[src/rtl/huff_pkg.sv]
// Shared definitions for the Huffman symbol sorter and coder: FSM state
// encoding and count-ordering mode constants.
package huff_pkg;

   typedef enum logic [1:0] {
      S_IDLE = 2'd0,
      S_SCAN = 2'd1,
      S_EMIT = 2'd2,
      S_DONE = 2'd3
   } state_t;

   localparam logic MODE_DESC = 1'b0;
   localparam logic MODE_ASC  = 1'b1;

endpackage

[src/rtl/huff_cmp.sv]
// Mode-dependent strict compare: take is high when cand should replace best.
// Strictness keeps the lowest index among equal counts.
module huff_cmp
   import huff_pkg::*;
#(
   parameter int CW = 8
) (
   input  logic [CW-1:0] cand,
   input  logic [CW-1:0] best,
   input  logic          best_valid,
   input  logic          mode,
   output logic          take
);

   // Candidate wins if no best yet, else by strict mode-dependent ordering
   always_comb begin
      take = 1'b0;
      if (!best_valid) begin
         take = 1'b1;
      end else begin
         case (mode)
            MODE_DESC: take = (cand > best);
            MODE_ASC:  take = (cand < best);
            default:   take = 1'b0;
         endcase
      end
   end

endmodule

[src/rtl/huff_sorter.sv]
// Selection sorter for Huffman symbol counts: one symbol examined per SCAN
// cycle, one rank written per EMIT cycle, result held until the next start.
module huff_sorter
   import huff_pkg::*;
#(
   parameter int NSYM = 8,
   parameter int CW   = 8,
   parameter int IW   = $clog2(NSYM)
) (
   input  logic                 clk,
   input  logic                 reset,
   input  logic                 start,
   input  logic [IW:0]          num,
   input  logic                 mode,
   input  logic [NSYM*CW-1:0]   cnt_in,
   output logic                 busy,
   output logic                 done,
   output logic [NSYM*IW-1:0]   order
);

   localparam logic [IW:0] NSYM_L = (IW+1)'(NSYM);
   localparam logic [IW:0] ONE_L  = (IW+1)'(1);

   state_t            state_r;
   logic              busy_r;
   logic              done_r;
   logic [CW-1:0]     cnt_r [NSYM];
   logic              mode_r;
   logic [IW:0]       num_r;
   logic [NSYM-1:0]   taken_r;
   logic [IW:0]       j_r;
   logic [IW:0]       k_r;
   logic [CW-1:0]     best_r;
   logic [IW-1:0]     best_idx_r;
   logic              best_valid_r;
   logic [IW-1:0]     order_r [NSYM];

   logic [IW:0]       num_clamp_s;
   logic [IW-1:0]     j_idx_s;
   logic              take_s;

   assign num_clamp_s = (num > NSYM_L) ? NSYM_L : num;
   assign j_idx_s     = j_r[IW-1:0];

   huff_cmp #(.CW(CW)) u_cmp (
      .cand       (cnt_r[j_idx_s]),
      .best       (best_r),
      .best_valid (best_valid_r),
      .mode       (mode_r),
      .take       (take_s)
   );

   // Sorter FSM with captured operands and registered status/result
   always_ff @(posedge clk or posedge reset) begin
      if (reset) begin
         state_r      <= S_IDLE;
         busy_r       <= 1'b0;
         done_r       <= 1'b0;
         mode_r       <= MODE_DESC;
         num_r        <= {(IW+1){1'b0}};
         taken_r      <= {NSYM{1'b0}};
         j_r          <= {(IW+1){1'b0}};
         k_r          <= {(IW+1){1'b0}};
         best_r       <= {CW{1'b0}};
         best_idx_r   <= {IW{1'b0}};
         best_valid_r <= 1'b0;
         for (int i = 0; i < NSYM; i++) begin
            cnt_r[i]   <= {CW{1'b0}};
            order_r[i] <= {IW{1'b0}};
         end
      end else begin
         case (state_r)
            S_IDLE, S_DONE: begin
               // done rises one cycle after the FSM settles in DONE
               if (state_r == S_DONE) begin
                  done_r <= 1'b1;
               end
               if (start) begin
                  done_r       <= 1'b0;
                  mode_r       <= mode;
                  num_r        <= num_clamp_s;
                  taken_r      <= {NSYM{1'b0}};
                  j_r          <= {(IW+1){1'b0}};
                  k_r          <= {(IW+1){1'b0}};
                  best_r       <= {CW{1'b0}};
                  best_idx_r   <= {IW{1'b0}};
                  best_valid_r <= 1'b0;
                  for (int i = 0; i < NSYM; i++) begin
                     cnt_r[i]   <= cnt_in[i*CW +: CW];
                     order_r[i] <= {IW{1'b0}};
                  end
                  if (num_clamp_s == {(IW+1){1'b0}}) begin
                     state_r <= S_DONE;
                     busy_r  <= 1'b0;
                  end else begin
                     state_r <= S_SCAN;
                     busy_r  <= 1'b1;
                  end
               end
            end
            S_SCAN: begin
               if (!taken_r[j_idx_s] && take_s) begin
                  best_r       <= cnt_r[j_idx_s];
                  best_idx_r   <= j_idx_s;
                  best_valid_r <= 1'b1;
               end
               if (j_r == num_r - ONE_L) begin
                  j_r     <= {(IW+1){1'b0}};
                  state_r <= S_EMIT;
               end else begin
                  j_r <= j_r + ONE_L;
               end
            end
            S_EMIT: begin
               order_r[k_r[IW-1:0]] <= best_idx_r;
               taken_r[best_idx_r]  <= 1'b1;
               best_r               <= {CW{1'b0}};
               best_idx_r           <= {IW{1'b0}};
               best_valid_r         <= 1'b0;
               k_r                  <= k_r + ONE_L;
               if (k_r == num_r - ONE_L) begin
                  state_r <= S_DONE;
                  busy_r  <= 1'b0;
               end else begin
                  state_r <= S_SCAN;
               end
            end
            default: begin
               state_r <= S_IDLE;
               busy_r  <= 1'b0;
               done_r  <= 1'b0;
            end
         endcase
      end
   end

   assign busy = busy_r;
   assign done = done_r;

   for (genvar g = 0; g < NSYM; g++) begin : g_order
      assign order[g*IW +: IW] = order_r[g];
   end

endmodule

[config.mk]
export PLATFORM = sky130hd
export DESIGN_NAME = huff_sorter
export DESIGN_NICKNAME = d
export VERILOG_FILES = /design/src/rtl/huff_pkg.sv /design/src/rtl/huff_cmp.sv /design/src/rtl/huff_sorter.sv
export SDC_FILE = /design/constraint.sdc
export NUM_CORES = 1
export LEC_CHECK = 0
export BUFFER_PORTS_ARGS = -buffer_cell sky130_fd_sc_hd__buf_2
export CAP_MARGIN = 30
export CELL_PAD_IN_SITES_DETAIL_PLACEMENT = 0
export CELL_PAD_IN_SITES_GLOBAL_PLACEMENT = 1
export CORE_UTILIZATION = 40
export CTS_CLUSTER_DIAMETER = 60
export DETAILED_ROUTE_END_ITERATION = 8
export GPL_TIMING_DRIVEN = 0
export HOLD_SLACK_MARGIN = 0.06
export PLACE_DENSITY_LB_ADDON = 0.25
export SLEW_MARGIN = 10
export SYNTH_ARGS = -nofsm -noshare
export SYNTH_HDL_FRONTEND = slang
export SYNTH_SLANG_ARGS = --single-unit
[constraint.sdc]
create_clock -name clk -period 8.7 [get_ports clk]
set_input_delay 1.305 -clock clk [delete_from_list [all_inputs] [get_ports clk]]
set_output_delay 1.305 -clock clk [all_outputs]
set_load 0.02 [all_outputs]
; ---- After elaboration in Yosys (flattened, before gate mapping)
; Cells that the tools add are included.
[word_totals]
out_inout_bits = 26
input_bits = 72
reg_bits = 125
[classes]
reduce_logical = 17
bitwise_logic = 4
eq_ne = 9
addsub = 3
magnitude_cmp = 9
mux = 40
[ops]
columns = operator, count
row1 = $pmux 24 s2, 1
row2 = $mux 8, 4
row3 = $bmux 8 s3, 1
row4 = $bwmux 24, 1
row5 = $mux 24, 1
row6 = $pmux 8 s3, 1
row7 = $pmux 4 s2, 2
row8 = $pmux 8 s2, 1
row9 = $mux 4, 3
row10 = $reduce_and 2->1, 6
row11 = $mux 1, 10
row12 = $demux 3 s3, 1
row13 = $mux 3, 3
row14 = $pmux 3 s3, 1
row15 = $add 4x1->4 const B, 2
row16 = $eq 4x4->1, 2
row17 = $ge 4x4->1 const B, 2
row18 = $gt 8x8->1, 1
row19 = $lt 3x4->1 const B, 2
row20 = $lt 8x8->1, 1
row21 = $mux 2, 4
row22 = $ne 2x2->1 const B, 4
row23 = $not 3->4, 2
row24 = $or 8x8->8, 1
row25 = other kinds (19), 25

; ---- Logic depth before layout (Yosys ltp)
; Gate-level depths: netlist of the first run.
[logic_depth]
depth_word = 10
depth_mapped = 13
mapped_depth_nobuf = 10

; ---- By module
; From an unflattened synthesis of the first run, not the netlist that was laid out.
[unflattened]
cells_unflattened = 462
hier_area_um2 = 6030.8
[modules_own_cells]
columns = module, cells_per_inst, area_per_inst_um2, instances
row1 = huff_sorter, 433, 5819.3, 1
row2 = huff_cmp, 29, 211.5, 1

; ---- Least setup slack after synthesis of the first run
; Ideal clock, no wire load.
[synth_timing]
path_type = flip-flop to flip-flop
from = reg j_r[0]
to = reg best_idx_r[2]
setup_slack_ps = 6083
stages_incl_launch_ff = 12
t_arrival_ps = 2536
required_ps = 8619
synth_period_minus_slack_ps = 2617
setup_ps = 81
path_cell_list = dfrtp_1 buf_2 mux4_2 nand2_1 nand2_1 ha_1 a21oi_1 o21ai_0 o21a_1 o22ai_2 buf_6 o2bb2ai_1
[synth_between]
elab_chain_len = 10
word_cells_on_any_way = 14
cone_classes = order compare (2) / eq/ne (1) / mux (7) / bitwise (1) / reduce/logical (3)
[synth_lines]
columns = element, line
row1 = start: declaration, huff_sorter.sv:31  ; logic [IW:0] j_r;
row2 = start signal: assignment, huff_sorter.sv:62  ; j_r <= {(IW+1){1'b0}};
row3 = start signal: assignment, huff_sorter.sv:83  ; j_r <= {(IW+1){1'b0}};
row4 = start signal: assignment, huff_sorter.sv:108  ; j_r <= {(IW+1){1'b0}};
row5 = $not 3->4 (implied by the code), huff_sorter.sv:46  ; .cand (cnt_r[j_idx_s]),
row6 = $bmux 8 s3, huff_sorter.sv:46
row7 = $mux 8 (implied by the code) (2 in a row), huff_sorter.sv:46
row8 = $lt 8x8->1 or $gt 8x8->1 (tied branches), "huff_cmp.sv:23, huff_cmp.sv:22"
row9 = $pmux 1 s2, huff_cmp.sv:21  ; case (mode)
row10 = $mux 1, huff_cmp.sv:18  ; if (!best_valid) begin
row11 = $logic_and 1x1->1 (*), huff_sorter.sv:102  ; if (!taken_r[j_idx_s] && take_s) begin
row12 = $ne 2x2->1 (no source line) (*), -
row13 = $reduce_and 2->1 (no source line) (*), -
row14 = end signal: assignment, huff_sorter.sv:86  ; best_idx_r <= {IW{1'b0}};
row15 = end signal: assignment, huff_sorter.sv:104  ; best_idx_r <= j_idx_s;
row16 = end signal: assignment, huff_sorter.sv:118  ; best_idx_r <= {IW{1'b0}};
row17 = end: declaration, huff_sorter.sv:34  ; logic [IW-1:0] best_idx_r;
; Mark *: on every way between the ends. The rest lies on a longest branch, timed or not. The select of a mux whose other input is x is not followed.
; A chain may end at the register's enable or synchronous reset.

; ---- Worst setup path after layout of the first run
[layout_timing]
from = reg j_r[1]
to = reg best_r[2]
[layout_between]
elab_chain_len = 10
word_cells_on_any_way = 16
cone_classes = order compare (2) / eq/ne (1) / mux (9) / bitwise (1) / reduce/logical (3)
[layout_lines]
columns = element, line
row1 = $not 3->4 (implied by the code), "huff_sorter.sv:46, huff_sorter.sv:103"
row2 = $bmux 8 s3, "huff_sorter.sv:46, huff_sorter.sv:103"
row3 = $mux 8 (implied by the code) (2 in a row), "huff_sorter.sv:46, huff_sorter.sv:103"
row4 = $lt 8x8->1 or $gt 8x8->1 (tied branches), "huff_cmp.sv:23, huff_cmp.sv:22"
row5 = $pmux 1 s2, huff_cmp.sv:21
row6 = $mux 1, huff_cmp.sv:18
row7 = $logic_and 1x1->1, huff_sorter.sv:102
row8 = $ne 2x2->1 (no source line), -
row9 = $reduce_and 2->1 (no source line), -
row10 = end signal: assignment, huff_sorter.sv:85  ; best_r <= {CW{1'b0}};
row11 = end signal: assignment, huff_sorter.sv:103  ; best_r <= cnt_r[j_idx_s];
row12 = end signal: assignment, huff_sorter.sv:117  ; best_r <= {CW{1'b0}};
row13 = end: declaration, huff_sorter.sv:33  ; logic [CW-1:0] best_r;
; Parallel ways exist; a longest one is shown, timed or not. The select of a mux whose other input is x is not followed.

==> results.ini, run 1 <==
[status]
status=complete, no violations

[setup_path]
slowest_stage=nor2_1
required_ns=8.98
slowest_delay_ns=0.48
cp-start-kind=register
worstPathCellList=buf_2 > buf_2 > mux4_2 > nand2_1 > nand2_1 > ha_1 > a21oi_1 > o21ai_0 > o21a_1 > nor2_1 > o2bb2ai_1
cp-end-kind=register
cp_num_buf_inv=2
cp_top_family=buffers and inverters
regToRegSetupSlack_ns=5.35
critPathKind=register to register
cp.arrival_ns=3.63
crit_fanout=10

[place]
place_hpwl_um=10400
gp_congestion=0.807
io_buffer_count=97

[synth]
synth_edf_count=0
synth_seq_cells=125
syn_area_um2=6230
ys_async_sr_fraction_pct=100
syn-num-nets=627
netlist_instances=540
synth_top_area_share_pct=50.2
post-synth-top-area-cell=dfrtp_1
ys_seq_area_share_pct=50.2
ys_types=48
avgSynthCellArea_um2=11.5
synth_flop_cell=dfrtp_1
synth_area_leaders=dfrtp_1 (50%), mux2_2 (12%), mux4_2 (6.1%)
ys_warn_count=0

[layout]
antennaDiodeCount=0
layout_commonest_cell=dfrtp_1
finalNetCount=744
areaGrowthSynthToFinish_pct=21.7
final_core_util_pct=49.9
most-common-layout-cells=dfrtp_1 (125), buf_2 (110), mux2_2 (66), nand2_1 (61), nor2_1 (40)
drive_above_1_share_pct=34.8

[pwr]
irDropWorstVdd_v=0.000162
power.leakage_nw=3.36
power.density_nw_per_um2=398

[global_routing]
antenna_found_initial=0
grt_pass1_wl_um=24600
grt_pass1_vias=4788
overflow=0
grt_usage_pct=20.0
grt_max_degree=74

[sta]
fmax_ghz=0.299
final-setup-viol-count=0
worst_slew_pin_slew_ns=0.703
finalCriticalPeriod_ns=3.35
finalHoldViolCount=0
hold-worst-slack_ns=0.492
tns_ns=0
final.period_utilization_pct=38.5
maxSlewHeadroom_pct=52.9
finalClockSkew_ns=0.0122
report.final.slew_viol_count=0
rsz0062_at_grt=no

[floorplanning]
boundaryPins=98
fp.dieW_um=127
fp.dieArea_um2=16100
start_util_pct=41.0
rows=45
coreArea_um2=15200
fp.dieH_um=127

[clocking]
clock_latency_ns=0.43
post_cts_resize_count=0
clockRootBuffer=clkbuf_16
postCtsHoldBufs=0
numCtsBuffers=17
htree_levels=4
clk_pin_slew_ns=0.06
cts_tree=yes
clk_path_buf_depth=2
postCtsSetupBuffers=0
clkSinkCount=125

[route]
drtIter0Drc=254
dr_total_vias=4626
routedWlPerCell_um=17.2
vias_per_cell=5.39
firstDrtPassIters=4
drtAntennaViolNets=0
drc=0
wl_um=14800

[run]
drv_cap=0

[min_path]
min_path_type=register to register

## report_power, final
part / internal, mW / total [mW] / leakage (nW) / switching, mW
clock: 0.451 / 0.723 / 0.284 / 0.271
combinational: 0.620 / 1.35 / 1.50 / 0.735
sequential: 0.807 / 0.945 / 1.58 / 0.138
## through the flow
step / total power, mW / instance area, um2 / setup WS [ns] / cells
after floorplan: 1.96 / 6230 / 4.07 / 540
after global placement: 2.27 / 6950 / 2.63 / 825
after detailed placement: 2.32 / 6990 / 5.38 / 826
after CTS: 3.05 / 7590 / 5.35 / 858
after global routing: 3.24 / 7590 / 5.11 / 858
final: 3.02 / 7590 / 5.35 / 858
## synth_stat cells (all sizes together), types with 15 or more instances
library cell and count:
o21ai 27, inv 19, nor2 40, a21oi 19, clkbuf 15, dfrtp 125, mux4 18, mux2 66
buf 18, nand2 61, ha 15, a22oi 23
## cell families (layout without fill, tap and decap cells)
logic type / after synthesis / count (layout) / synth area share, %
adder cells (fa/ha/maj): 15 / 15 / 3.01
AO/OA/AOI/OAI: 111 / 111 / 12.5
flip-flops: 125 / 125 / 50.2
multiplexers: 86 / 86 / 18.8
AND/OR/NAND/NOR: 135 / 135 / 9.33
XOR/XNOR: 14 / 14 / 2.33
buffers and inverters: 54 / 184 / 3.87
## layer usage
layer,up-vias,track usage (%),wire [um]
met4,0,7.91,286
met1,2270,26.5,6840
met3,24,4.77,731
met2,125,31.7,6910
met5,-,0,0
li1,2207,-,-
## final timing paths
kind                            cells after the start   endpoint       from
worst max-delay path                               11  best_r[2]     j_r[1]
worst min-delay path                                1  best_r[1]  best_r[1]
worst max register to register                     11  best_r[2]     j_r[1]
worst min register to register                      1  best_r[1]  best_r[1]
max in group asynchronous                           3   cnt_r[6]      reset
min in group asynchronous                           2       busy      reset
## final cells by class
cell class,instances,area (um2)
multi-input combinational,361,2860
timing repair buffer,98,513
clock buffer,19,433
inverter,21,83.8
fill,1397,7620
sequential,125,3130
clock inverter,13,166
tap,188,235
buffer,33,163
## worst reg2reg max path, cell delays in order (launching register included)
cell       delay (ns)
dfrtp_1          0.46
buf_2            0.35
buf_2            0.35
mux4_2           0.39
nand2_1          0.10
nand2_1          0.09
ha_1             0.30
a21oi_1          0.21
o21ai_0          0.11
o21a_1           0.23
nor2_1           0.48
o2bb2ai_1        0.14
## state kept, by name (all words and copies together) (netlist names), 3 cells and up
name        count
cnt_r          64
order          24
best_r          8
taken_r         8
j_r             4
k_r             4
num_r           4
best_idx_r      3
Note: power is estimated with default switching activity, not from simulation.
==> run 2, diff against run 1 <==
Settings changed: ABC_AREA set to 1.
Clock period 8.7 ns to 3.5 ns, I/O delays scaled along.
==> run 2 against run 1 <==
Synthesized cell count rose by 48%; first-iteration DRC count fell by 11%; register-to-register slack got worse by 4.8 ns; critical path depth rose by 9; flip-flop and latch count did not move; cell count rose by 30%; die area fell by 0.76%; maximum frequency rose by 14%; largest cell class unchanged; synthesized area fell by 0.76%; non-clock buffer count rose by 10; largest power group unchanged.
==> results.ini, run 2 <==
[synth]
ys_types=29  ; -40%
synth_compound_area_share_pct=11.1  ; -1.4 points
synth_top_family_by_area=simple AND/OR/NAND/NOR gates
synth-xor-area-share_pct=1.27  ; -1.1 points
synthTopCellsByCount=nand2_1 (285), dfrtp_1 (125), o21ai_0 (64), inv_1 (60), nor2_1 (53)
synth_top_area_share_pct=50.6  ; +0.39 points
ys_async_sr_fraction_pct=100  ; unchanged
avgSynthCellArea_um2=7.76  ; -33%
ys_seq_area_share_pct=50.6  ; +0.39 points
synth_area_leaders=dfrtp_1 (51%), nand2_1 (17%), o21ai_0 (5.2%)
synth_seq_cells=125  ; unchanged
synth_fa_ha_area_share_pct=3.03  ; +0.023 points
synth_flop_cell=dfrtp_1
netlist_instances=797  ; +48%
post-synth-top-area-cell=dfrtp_1
yosys.area_share.simple_pct=26.9  ; +18 points
synth_edf_count=0  ; unchanged
ys_warn_count=0  ; unchanged
syn_area_um2=6190  ; -0.76%
yosysMostFrequentCell=nand2_1
syn-num-nets=884  ; +41%
synthMuxAreaShare_pct=0  ; -19 points

[clocking]
clockRootBuffer=clkbuf_16
post_cts_resize_count=0  ; unchanged
clk_path_buf_depth=2  ; unchanged
htree_levels=4  ; unchanged
clock_latency_ns=0.43  ; about the same
cts_tree=yes
clk_pin_slew_ns=0.06  ; about the same
postCtsSetupBuffers=0  ; unchanged
postCtsHoldBufs=0  ; unchanged
clkSinkCount=125  ; unchanged
numCtsBuffers=17  ; unchanged

[global_routing]
grt_pass1_vias=5515  ; +15%
antenna_found_initial=0  ; unchanged
overflow=0  ; unchanged
grt_max_degree=37  ; -50%
grt_pass1_wl_um=27500  ; +12%
grt_usage_pct=22.4  ; +2.4 points

[layout]
antennaDiodeCount=0  ; unchanged
n_fill_cell=1502  ; +7.5%
stdcell_count=1117  ; +30%
most-common-layout-cells=nand2_1 (285), dfrtp_1 (125), buf_2 (116), o21ai_0 (64), inv_1 (59)
areaGrowthSynthToFinish_pct=22.9
final_area_um2=7600  ; +0.25%
final_core_util_pct=50.2  ; +0.31 points
multi_input_comb_area_um2=2620  ; -8.6%
finalNetCount=1003  ; +35%
largest_reg_flops=64  ; unchanged
layout_commonest_cell=nand2_1
largest_register=cnt_r
drive_above_1_share_pct=18.2  ; -17 points
regArea_um2=3130  ; unchanged

[sta]
rsz0062_at_grt=no
report.final.slew_viol_count=0  ; unchanged
fmax_ghz=0.341  ; +14%
finalHoldViolCount=0  ; unchanged
tns_ns=0  ; unchanged
final.period_utilization_pct=83.8  ; +45 points
final-setup-viol-count=0  ; unchanged
finalCriticalPeriod_ns=2.93  ; -0.411 ns
worst_slew_pin_slew_ns=0.644  ; -0.0590 ns
maxSlewHeadroom_pct=56.6  ; +3.7 points
finalClockSkew_ns=0.00504  ; -0.00717 ns

[floorplanning]
boundaryPins=98  ; unchanged
rows=45  ; unchanged
fp.dieH_um=126  ; -0.38%
coreArea_um2=15100  ; -0.37%
fp.dieArea_um2=16000  ; -0.76%
fp.dieW_um=126  ; -0.38%
start_util_pct=40.8  ; -0.16 points

[place]
place_hpwl_um=12100  ; +16%
place_inst=1085  ; +31%
gp_congestion=0.802  ; -0.63%
io_buffer_count=97  ; unchanged
place_area_um2=6970  ; -0.23%

[route]
routedWlPerCell_um=14.9  ; -14%
dr_total_vias=5557  ; +20%
drtIter0Drc=226  ; -11%
drtAntennaViolNets=0  ; unchanged
wl_um=16600  ; +12%
drc=0  ; unchanged
vias_per_cell=4.97  ; -7.7%
firstDrtPassIters=5  ; +1

[setup_path]
cp-start-kind=register
cp-end-kind=register
cp.arrival_ns=3.30  ; -0.33 ns
startpoint=j_r[0]
crit_fanout=10  ; unchanged
regToRegSetupSlack_ns=0.57  ; -4.79 ns
r2r_start=j_r[0]
required_ns=3.86  ; -5.12 ns
critPathKind=register to register

[pwr]
irDropWorstVdd_v=0.000428  ; +160%
power_mw=7.09  ; +130%
power.density_nw_per_um2=932  ; +130%
power.leakage_nw=4.05  ; +21%

[status]
status=complete, no violations

[min_path]
min_path_type=input pin to async pin

[run]
drv_cap=0  ; unchanged

[run 2: metrics by stage]
step | hold slack [ns] | setup WS (ns)
finish | 0.153 | 0.566
global route | 0.185 | 0.291
CTS | 0.163 | 0.556
detailed placement | 0.460 | 0.592
global placement | 0.458 | 0.533
floorplan | 0.444 | 1.17
[run 2: per-layer routing]
| layer | vias up | wire (um) | part of all wire [%] | global-route usage (%) |
|---|---|---|---|---|
| met4 | 0 | 429 | 2.6 | 8.43 |
| met3 | 32 | 632 | 3.8 | 5.02 |
| li1 | 2801 | - | - | - |
| met2 | 137 | 7870 | 47 | 36.7 |
| met5 | - | 0 | 0 | 0 |
| met1 | 2587 | 7660 | 46 | 29.1 |
[run 2: layout make-up]
class,count,area share [%]
inverters,66,3.31
clock inverters,11,2.16
multi-input cells,565,34.4
well taps,188,3.09
clock buffers,21,6.19
repair buffers,100,7.17
plain buffers,41,2.53
flip-flops and latches,125,41.1
[run 2: worst paths after layout]
| path | cells after the start | end |
|---|---|---|
| min in group clk | 3 | cnt_r[59] |
| max in group asynchronous | 4 | cnt_r[47] |
| worst min register to register | 2 | cnt_r[50] |
| worst max-delay path | 20 | best_r[4] |
| worst min-delay path | 2 | order[21] |
| worst max register to register | 20 | best_r[4] |
[run 2: logic make-up after synthesis]
logic type,count (synthesis)
compound gates,132
xor+xnor,9
fa+ha+maj,15
buf+inv,107
flops,125
simple gates,409
[run 2: worst max-delay path, cell delays in order, from the launching register on]
cell and delay (ns):
dfrtp_1 0.42, inv_2 0.09, buf_2 0.22, buf_2 0.29, nor2_1 0.07, o22ai_1 0.28, nand2_1 0.16, nand2_1 0.10
ha_1 0.23, nand2_1 0.07, nand2_1 0.05, nand2_1 0.05, nand2_1 0.05, nand2_1 0.07, nand2_1 0.05, nand2_1 0.05
nand3_1 0.09, nand2_2 0.10, buf_2 0.23, nand3_1 0.11, nand2_1 0.09
[run 2: power breakdown]
| group | leakage [nW] | switching, mW | internal, mW |
|---|---|---|---|
| sequential | 1.62 | 0.282 | 1.94 |
| clock | 0.309 | 0.646 | 1.24 |
| combinational | 2.12 | 2.02 | 0.954 |
